`config.mk`:
```
export PLATFORM = sky130hd
export DESIGN_NAME = layer1_weight_update_seq
export DESIGN_NICKNAME = d
export VERILOG_FILES = /design/src/rtl/layer1_weight_update_seq.sv
export SDC_FILE = /design/constraint.sdc
export NUM_CORES = 1
export LEC_CHECK = 0
export CAP_MARGIN = 20
export CORE_AREA = 2 2 315 317
export CTS_BUF_LIST = sky130_fd_sc_hd__clkbuf_4 sky130_fd_sc_hd__clkbuf_8
export DETAILED_ROUTE_END_ITERATION = 16
export DIE_AREA = 0 0 317 319
export GPL_TIMING_DRIVEN = 0
export PLACE_DENSITY = 0.6
export SYNTH_ARGS = -nofsm -noshare
export SYNTH_HDL_FRONTEND = slang
export SYNTH_SLANG_ARGS = --single-unit
```
`constraint.sdc`:
```
create_clock -name clk -period 4.53 [get_ports clk]
set_input_delay 0.6795 -clock clk [delete_from_list [all_inputs] [get_ports clk]]
set_output_delay 0.6795 -clock clk [all_outputs]
set_load 0.005 [all_outputs]
```
`src/rtl/layer1_weight_update_seq.sv`:
```
// ============================================================================
//  Module      : layer1_weight_update_seq
//  Description : Layer-1 weight file plus a sequencer that feeds one weight at
//                a time through backprop_step2 and writes back its w_new.
//  Revision    : 1.0  initial release
// ============================================================================
`default_nettype none

module layer1_weight_update_seq #(
    parameter  int N_IN  = 2,
    parameter  int N_HID = 2,
    parameter  int LAT   = 8,
    localparam int NW    = N_IN * N_HID,
    localparam int AW    = (NW > 1) ? $clog2(NW) : 1
) (
    input  logic                  clk,
    input  logic                  reset_n,
    input  logic                  start,
    input  logic [31:0]           target,
    input  logic [31:0]           sigmoid_out,
    input  logic [31:0]           out_value,
    input  logic [N_HID*32-1:0]   l2_w,
    input  logic [N_HID*32-1:0]   hid_sig,
    input  logic [N_HID*32-1:0]   hid_val,
    input  logic [N_IN*32-1:0]    x_in,
    input  logic                  wr_en,
    input  logic [AW-1:0]         wr_addr,
    input  logic [31:0]           wr_data,
    output logic [31:0]           bp_target,
    output logic [31:0]           bp_sigmoid_out,
    output logic [31:0]           bp_out_value,
    output logic [31:0]           bp_layer2_weight,
    output logic [31:0]           bp_hidden_sigmoid,
    output logic [31:0]           bp_hidden_value,
    output logic [31:0]           bp_input,
    output logic [31:0]           bp_weight,
    input  logic [31:0]           bp_w_new,
    output logic [NW*32-1:0]      w_flat,
    output logic                  busy,
    output logic                  upd_valid,
    output logic [AW-1:0]         upd_addr,
    output logic                  done
);

    localparam int JW = (N_HID > 1) ? $clog2(N_HID) : 1;
    localparam int IW = (N_IN  > 1) ? $clog2(N_IN)  : 1;
    localparam int CW = $clog2(LAT + 1);
    localparam logic [AW-1:0] K_LAST = AW'(NW - 1);
    localparam logic [CW-1:0] C_LAT  = CW'(LAT);

    typedef enum logic [1:0] {
        ST_IDLE  = 2'd0,
        ST_RUN   = 2'd1,
        ST_WRITE = 2'd2,
        ST_DONE  = 2'd3
    } state_t;

    state_t                  state_q, state_d;
    logic [AW-1:0]           k_q, k_d;
    logic [CW-1:0]           cnt_q, cnt_d;
    logic [NW-1:0][31:0]     w_q, w_d;

    logic [31:0]             tgt_snap_q, tgt_snap_d;
    logic [31:0]             so_snap_q, so_snap_d;
    logic [31:0]             ov_snap_q, ov_snap_d;
    logic [N_HID-1:0][31:0]  l2_snap_q, l2_snap_d;
    logic [N_HID-1:0][31:0]  hs_snap_q, hs_snap_d;
    logic [N_HID-1:0][31:0]  hv_snap_q, hv_snap_d;
    logic [N_IN-1:0][31:0]   x_snap_q, x_snap_d;

    logic [31:0]             bp_target_q, bp_target_d;
    logic [31:0]             bp_so_q, bp_so_d;
    logic [31:0]             bp_ov_q, bp_ov_d;
    logic [31:0]             bp_l2_q, bp_l2_d;
    logic [31:0]             bp_hs_q, bp_hs_d;
    logic [31:0]             bp_hv_q, bp_hv_d;
    logic [31:0]             bp_in_q, bp_in_d;
    logic [31:0]             bp_w_q, bp_w_d;

    logic                    busy_q, busy_d;
    logic                    upd_valid_q, upd_valid_d;
    logic [AW-1:0]           upd_addr_q, upd_addr_d;
    logic                    done_q, done_d;

    logic                    ld_bp;
    logic [JW-1:0]           w_j;
    logic [IW-1:0]           w_i;

    always_comb begin
        state_d     = state_q;
        k_d         = k_q;
        cnt_d       = cnt_q;
        w_d         = w_q;
        tgt_snap_d  = tgt_snap_q;
        so_snap_d   = so_snap_q;
        ov_snap_d   = ov_snap_q;
        l2_snap_d   = l2_snap_q;
        hs_snap_d   = hs_snap_q;
        hv_snap_d   = hv_snap_q;
        x_snap_d    = x_snap_q;
        busy_d      = busy_q;
        upd_valid_d = 1'b0;
        upd_addr_d  = upd_addr_q;
        done_d      = 1'b0;
        ld_bp       = 1'b0;

        case (state_q)
            ST_IDLE: begin
                // A load on the start edge lands first so the pass sees it.
                if (wr_en && (int'(wr_addr) < NW)) begin
                    w_d[wr_addr] = wr_data;
                end
                if (start) begin
                    tgt_snap_d = target;
                    so_snap_d  = sigmoid_out;
                    ov_snap_d  = out_value;
                    l2_snap_d  = l2_w;
                    hs_snap_d  = hid_sig;
                    hv_snap_d  = hid_val;
                    x_snap_d   = x_in;
                    k_d        = '0;
                    cnt_d      = '0;
                    busy_d     = 1'b1;
                    ld_bp      = 1'b1;
                    state_d    = ST_RUN;
                end
            end
            ST_RUN: begin
                cnt_d = cnt_q + CW'(1);
                if (cnt_q == C_LAT) begin
                    w_d[k_q]    = bp_w_new;
                    upd_valid_d = 1'b1;
                    upd_addr_d  = k_q;
                    state_d     = ST_WRITE;
                end
            end
            ST_WRITE: begin
                if (k_q == K_LAST) begin
                    state_d = ST_DONE;
                end else begin
                    k_d     = k_q + AW'(1);
                    cnt_d   = '0;
                    ld_bp   = 1'b1;
                    state_d = ST_RUN;
                end
            end
            ST_DONE: begin
                done_d  = 1'b1;
                busy_d  = 1'b0;
                state_d = ST_IDLE;
            end
            default: state_d = ST_IDLE;
        endcase
    end

    // Operand mux for the weight being issued: k = j*N_IN + i.
    always_comb begin
        w_j         = JW'(int'(k_d) / N_IN);
        w_i         = IW'(int'(k_d) % N_IN);
        bp_target_d = bp_target_q;
        bp_so_d     = bp_so_q;
        bp_ov_d     = bp_ov_q;
        bp_l2_d     = bp_l2_q;
        bp_hs_d     = bp_hs_q;
        bp_hv_d     = bp_hv_q;
        bp_in_d     = bp_in_q;
        bp_w_d      = bp_w_q;
        if (ld_bp) begin
            bp_target_d = tgt_snap_d;
            bp_so_d     = so_snap_d;
            bp_ov_d     = ov_snap_d;
            bp_l2_d     = l2_snap_d[w_j];
            bp_hs_d     = hs_snap_d[w_j];
            bp_hv_d     = hv_snap_d[w_j];
            bp_in_d     = x_snap_d[w_i];
            bp_w_d      = w_d[k_d];
        end
    end

    always_ff @(posedge clk or negedge reset_n) begin
        if (!reset_n) begin
            state_q     <= ST_IDLE;
            k_q         <= '0;
            cnt_q       <= '0;
            w_q         <= '0;
            tgt_snap_q  <= '0;
            so_snap_q   <= '0;
            ov_snap_q   <= '0;
            l2_snap_q   <= '0;
            hs_snap_q   <= '0;
            hv_snap_q   <= '0;
            x_snap_q    <= '0;
            bp_target_q <= '0;
            bp_so_q     <= '0;
            bp_ov_q     <= '0;
            bp_l2_q     <= '0;
            bp_hs_q     <= '0;
            bp_hv_q     <= '0;
            bp_in_q     <= '0;
            bp_w_q      <= '0;
            busy_q      <= 1'b0;
            upd_valid_q <= 1'b0;
            upd_addr_q  <= '0;
            done_q      <= 1'b0;
        end else begin
            state_q     <= state_d;
            k_q         <= k_d;
            cnt_q       <= cnt_d;
            w_q         <= w_d;
            tgt_snap_q  <= tgt_snap_d;
            so_snap_q   <= so_snap_d;
            ov_snap_q   <= ov_snap_d;
            l2_snap_q   <= l2_snap_d;
            hs_snap_q   <= hs_snap_d;
            hv_snap_q   <= hv_snap_d;
            x_snap_q    <= x_snap_d;
            bp_target_q <= bp_target_d;
            bp_so_q     <= bp_so_d;
            bp_ov_q     <= bp_ov_d;
            bp_l2_q     <= bp_l2_d;
            bp_hs_q     <= bp_hs_d;
            bp_hv_q     <= bp_hv_d;
            bp_in_q     <= bp_in_d;
            bp_w_q      <= bp_w_d;
            busy_q      <= busy_d;
            upd_valid_q <= upd_valid_d;
            upd_addr_q  <= upd_addr_d;
            done_q      <= done_d;
        end
    end

    assign bp_target         = bp_target_q;
    assign bp_sigmoid_out    = bp_so_q;
    assign bp_out_value      = bp_ov_q;
    assign bp_layer2_weight  = bp_l2_q;
    assign bp_hidden_sigmoid = bp_hs_q;
    assign bp_hidden_value   = bp_hv_q;
    assign bp_input          = bp_in_q;
    assign bp_weight         = bp_w_q;
    assign w_flat            = w_q;
    assign busy              = busy_q;
    assign upd_valid         = upd_valid_q;
    assign upd_addr          = upd_addr_q;
    assign done              = done_q;

endmodule

`default_nettype wire

```
Yosys cells after proc, flatten, opt, wreduce, memory -nomap -nowiden
Index checks and enable logic that the tools add are counted.

storage, ports and cells
  bits in writable memories = 0
  word-level logic and storage cells = 107
  input bits = 422
  memories = 0
  bits in latches = 0
  bits in registers = 749
  output and inout port bits = 389
  ROM bits = 0

cells by class
  add/sub/neg operators = 2
  reductions and logical operators = 9
  equal/unequal tests = 8
  shift-type cells = 0
  order comparisons = 7
  divide/modulo/power cells = 0
  multipliers = 0
  bitwise gates (word level) = 0
  multiplexer cells = 51

operator list
  operator             count
  $mux 32              17
  $mux 64              8
  $bwmux 128           2
  $mux 128             2
  $pmux 128 s2         1
  $demux 32 s2         2
  $bmux 32 s2          1
  $pmux 4 s3           1
  $mux 2               5
  $lt 2x3->1 const B   3
  $mux 4               2
  $pmux 2 s4           1
  $eq 2x2->1 const B   3
  $mux 1               6
  $ne 2x2->1 const B   3
  $reduce_and 2->1     3
  $add 4x1->4 const B  1
  $eq 4x4->1 const B   1
  $ge 2x1->1 const B   2
  $lt 1x2->1 const B   2
  $pmux 1 s2           2
  $pmux 2 s2           1
  $reduce_and 3->1     1
  $reduce_bool 3->1    1
  5 further kinds      6

Longest topological paths before layout
  depth in word-level cells = 9
  mapped depth = 10
  gate-level depth less buffers = 8

Worst setup path after synthesis
OpenSTA, ideal clock, no wires.

  path kind = input to register
  start point = input wr_addr[1]
  end point = register bp_w_q[27], in the netlist bp_weight[27]
  arrival = 2.120 ns
  cell stages on the path = 8
  required time = 4.398 ns
  path buffers = 2
  setup slack = 2.279 ns
  setup time = 0.132 ns
  cells stage by stage = or4b_4 > nand2b_1 > buf_2 > buf_4 > nand3_1 > a21oi_1 > a221oi_1 > o21ai_1

on the way
  longest elaborated chain between the ends = 9
  elaborated cells on any way between the ends = 10
  classes of those cells = order compare (2); mux (7); reduce/logical (1)

RTL lines
  what                                                            RTL line  source
  start, declared                                                 27        input logic [AW-1:0] wr_addr,
  $lt 2x3->1 (not written as such) or $ge 2x1->1 (tied branches)  111       w_d[wr_addr] = wr_data;
  $logic_and 1x1->1 (not written as such)                         111
  $mux 32 (not written as such)                                   111
  $demux 32 s2 (*)                                                111
  $bwmux 128 (*)                                                  111
  $mux 128 (*)                                                    110       if (wr_en && (int'(wr_addr) < NW)) begin
  $pmux 128 s2 (*)                                                107       case (state_q)
  $bmux 32 s2 (*)                                                 176       bp_w_d = w_d[k_d];
  $mux 32 (not written as such) (*)                               176
  end signal, assigned                                            224       bp_w_q <= bp_w_d;
  end, declared                                                   78        logic [31:0] bp_w_q, bp_w_d;

Mark *: on every way between the ends. The rest lies on a longest branch, timed or not. The select of a mux whose other input is x is not followed.
A chain may end at the register's enable or synchronous reset.

Worst setup path in the final report
  start point = register state_q[1]
  end point = register bp_target_q[23], in the netlist bp_target[23]

on the way
  longest elaborated chain between the ends = 2
  elaborated cells on any way between the ends = 4
  classes of those cells = eq/ne (1); mux (2); reduce/logical (1)

RTL lines
  what                                           RTL line  source
  start, declared                                58        state_t state_q, state_d;
  start signal, assigned                         206       state_q <= state_d;
  $eq 2x2->1 or $logic_not 2->1 (tied branches)  107
  $pmux 1 s2 or $mux 32 (tied branches)          107
  end signal, assigned                           217       bp_target_q <= bp_target_d;
  end, declared                                  71        logic [31:0] bp_target_q, bp_target_d;

Several ways; a longest one is shown, not always the timed one.

==> flow_metrics.py <==
metrics = {
    "run_status": {
        "status": "complete, no violations",
    },
    "clocking": {
        "clkTransAtPathRegs_ps": 60,
        "post_cts_resize_count": 0,
        "post_cts_buffers": 0,
        "h-tree-depth": 4,
        "cts_tree": "yes",
        "clock_latency_ps": 810,
        "clock-sinks": 749,
        "clock_path_buffers": 3,
        "cts_root_buf": "clkbuf_8",
        "numCtsBuffers": 136,
    },
    "synthesis": {
        "asyncSetResetFlopFracSynth_pct": 100,
        "synth_simple_gate_area_share_pct": 16.2,
        "syn-num-nets": 3414,
        "synth_flop_cell": "dfrtp_1",
        "synth-compound-area-share_pct": 12.9,
        "synthMuxAreaShare_pct": 6.76,
        "syn_area_um2": 30600,
        "yosysWarnings": 0,
        "synth-adder-area-share_pct": 0.0819,
        "yosysUniqueCellTypes": 48,
        "syn-instance-count": 2990,
        "synth_xor_area_share_pct": 0,
        "ys_seq_area_share_pct": 61.3,
        "synth_top_family_by_area": "simple AND/OR/NAND/NOR gates",
        "ys_seq_elements": 749,
        "synth_edf_count": 0,
        "synth_area_per_cell_um2": 10.2,
    },
    "global_route": {
        "grt_usage_pct": 24.6,
        "grt_remaining_overflow": 0,
        "first_global_vias": 27206,
        "grt_pass1_wl_um": 183000,
        "antenna_found_initial": 29,
        "grt_max_degree": 122,
    },
    "setup_path": {
        "cp_cell_sequence": "nor2_1, and2_1, clkbuf_1, buf_2, buf_2, clkbuf_1, buf_8, buf_2, nand2_1, a31oi_1",
        "cp-start-kind": "flop",
        "r2r_cells": 10,
        "crit_top_cell": "buf_2",
        "cp_data_required_time_ps": 5230,
        "path_max_fanout": 15,
        "critPathArrivalTime_ps": 4620,
        "crit_path_top_delay_cell": "clkbuf_1",
        "critical_path_class": "reg2reg",
        "crit_path_end_kind": "flop",
        "r2r_setup_slack_ps": 600,
        "critical_path.max_stage_delay_ps": 650,
    },
    "cells_and_area": {
        "final_nets": 4372,
        "stdcell_area_um2": 43300,
        "seq_area_um2": 18700,
        "drive_above_1_share_pct": 9.00,
        "fill_cells": 9506,
        "fin_cells": 5333,
        "final_cell_mix": "1021 x nand2_1, 809 x clkdlybuf4s50_1, 749 x dfrtp_1, 170 x clkbuf_8, 146 x o21ai_1",
        "areaGrowthSynthToFinish_pct": 41.6,
        "multiInputGateArea_um2": 11000,
        "final_common_cell": "nand2_1",
    },
    "timing": {
        "timing_hold_violations_final": 0,
        "slew_headroom_pct": 23.0,
        "fmax_mhz": 255,
        "fin_skew_ps": 45.6,
        "worst_pin_slew_ps": 1160,
        "finalMaxSlewViolations": 0,
        "finalCriticalPeriod_ps": 3930,
        "post-route-period-util_pct": 86.7,
        "report.final.setup_viol": 0,
        "rsz0062_at_grt": "no",
    },
    "drt": {
        "drt-vias-per-instance": 5.02,
        "drtAntennaViolNets": 0,
        "vias": 26755,
        "wl_per_cell_um": 23.6,
        "wl_um": 126000,
        "drc": 0,
        "firstDrtPassIters": 8,
        "initialDrtViolationCount": 1920,
    },
    "power_and_ir_drop": {
        "leakage_nw": 19.6,
        "vdd_drop_max_mv": 0.255,
        "powerDensity_nw_per_um2": 483,
    },
    "placed_design": {
        "port_buffers": 810,
        "dp.cells": 5097,
        "hpwl_um": 93300,
        "gp_congestion": 0.894,
        "placed_cell_area_um2": 40500,
    },
    "floorplan": {
        "initial_core_util_pct": 31.3,
        "die_h_um": 319,
        "row_count": 115,
        "die_area_um2": 101000,
        "core_area_um2": 97700,
        "die_w_um": 317,
        "io_pins": 811,
    },
    "min_path": {
        "hold_class": "in2reg",
        "holdPathStages": 3,
    },
    "job": {
        "max_cap_viol_count": 0,
    },
}
==> synthesized netlist by cell type (3+ instances only) <==
library cell | number | share of area, %
nand2_1 | 1021 | 13
dfrtp_1 | 749 | 61
o21ai_1 | 146 | 2.4
clkbuf_1 | 131 | 1.6
nor2_1 | 106 | 1.3
a31oi_1 | 98 | 2.0
a21oi_1 | 97 | 1.6
mux2i_1 | 96 | 3.1
a21o_1 | 61 | 1.5
a22o_1 | 61 | 1.7
mux2_1 | 58 | 2.1
buf_2 | 52 | 0.85
nand3_1 | 51 | 0.84
o21ai_0 | 48 | 0.79
a22oi_1 | 46 | 1.1
mux2_2 | 40 | 1.5
a221oi_2 | 25 | 1.2
and4_1 | 19 | 0.54
and3_1 | 14 | 0.29
buf_1 | 13 | 0.16
and2_1 | 5 | 0.10
inv_1 | 5 | 0.061
a221o_1 | 4 | 0.13
a221oi_1 | 4 | 0.11
nand2b_1 | 4 | 0.082
nand4_1 | 4 | 0.082
inv_2 | 3 | 0.037
o211ai_1 | 3 | 0.074
==> timing repair <==
action | in CTS | in global routing
hold endpoints to repair | 72 | 0
setup endpoints to repair | 0 | 1
hold buffers | 1 | 0
==> metrics by stage <==
stage	TNS [ps]	utilization, %	hold WS (ps)	total power [mW]	setup slack (ps)
3_5_place_dp	-2380	41.5	456	14.5	-348
6_report	0	44.3	413	20.9	602
5_1_grt	0	44.3	349	22.1	276
2_1_floorplan	0	-	384	11.0	2280
3_3_place_gp	-	41.2	451	14.4	-32410
4_1_cts	0	44.3	288	21.2	157
==> flip-flops by register name, indices dropped and copies added, names as in the netlist, 4 cells and up <==
signal	count
w_flat	128
hs_snap_q	64
hv_snap_q	64
l2_snap_q	64
x_snap_q	64
bp_hidden_sigmoid	32
bp_hidden_value	32
bp_input	32
bp_layer2_weight	32
bp_out_value	32
bp_sigmoid_out	32
bp_target	32
bp_weight	32
ov_snap_q	32
so_snap_q	32
tgt_snap_q	32
cnt_q	4
==> layer usage <==
metal | routed length (um) | share of wire [%] | global-route usage (%)
met4 | 4130 | 3.3 | 9.11
met3 | 11700 | 9.2 | 8.35
met5 | 123 | 0.098 | 0
met1 | 50700 | 40 | 30.2
met2 | 59500 | 47 | 39.8
==> area by class of cell <==
class	instances	share of cell area, %
Timing Repair Buffer	821	19.3
Sequential cell	749	43.3
Clock inverter	20	0.312
Buffer	197	1.88
Clock buffer	204	5.99
Antenna cell	12	0.0694
Tap cell	1287	3.72
Multi-Input combinational cell	2035	25.3
Inverter	8	0.0694
==> kinds of logic (layout without fill, tap and decap cells) <==
kind of cell	Yosys count	count (layout)
adders and majority gates	2	2
buffers and inverters	206	1250
AOI/OAI and AO/OA	600	600
muxes	194	194
DFF	749	749
other	0	12
and+or+nand+nor	1239	1239
==> power breakdown <==
group / total [mW] / leakage [nW] / internal, mW / switching (mW)
Clock: 6.56 / 1.44 / 3.64 / 2.92
Sequential: 8.73 / 9.24 / 8.04 / 0.684
Combinational: 5.61 / 8.93 / 2.69 / 2.92
==> critical path: cells and delay by family (launching register included) <==
kind            cells  cell delay (ps)
compound gates      1              150
buf+inv             6             2540
flops               1              440
simple gates        3              660
==> path summary, 6_finish.rpt <==
path,from,to
setup / recovery,state_q[1],bp_target[23]
max in group asynchronous,reset_n,w_flat[101]
min in group asynchronous,reset_n,bp_hidden_value[5]
hold reg to reg,x_snap_q[21],x_snap_q[21]
hold / removal,x_in[49],x_snap_q[49]
setup reg to reg,state_q[1],bp_target[23]
No activity file was read; power rests on OpenSTA's default activity.
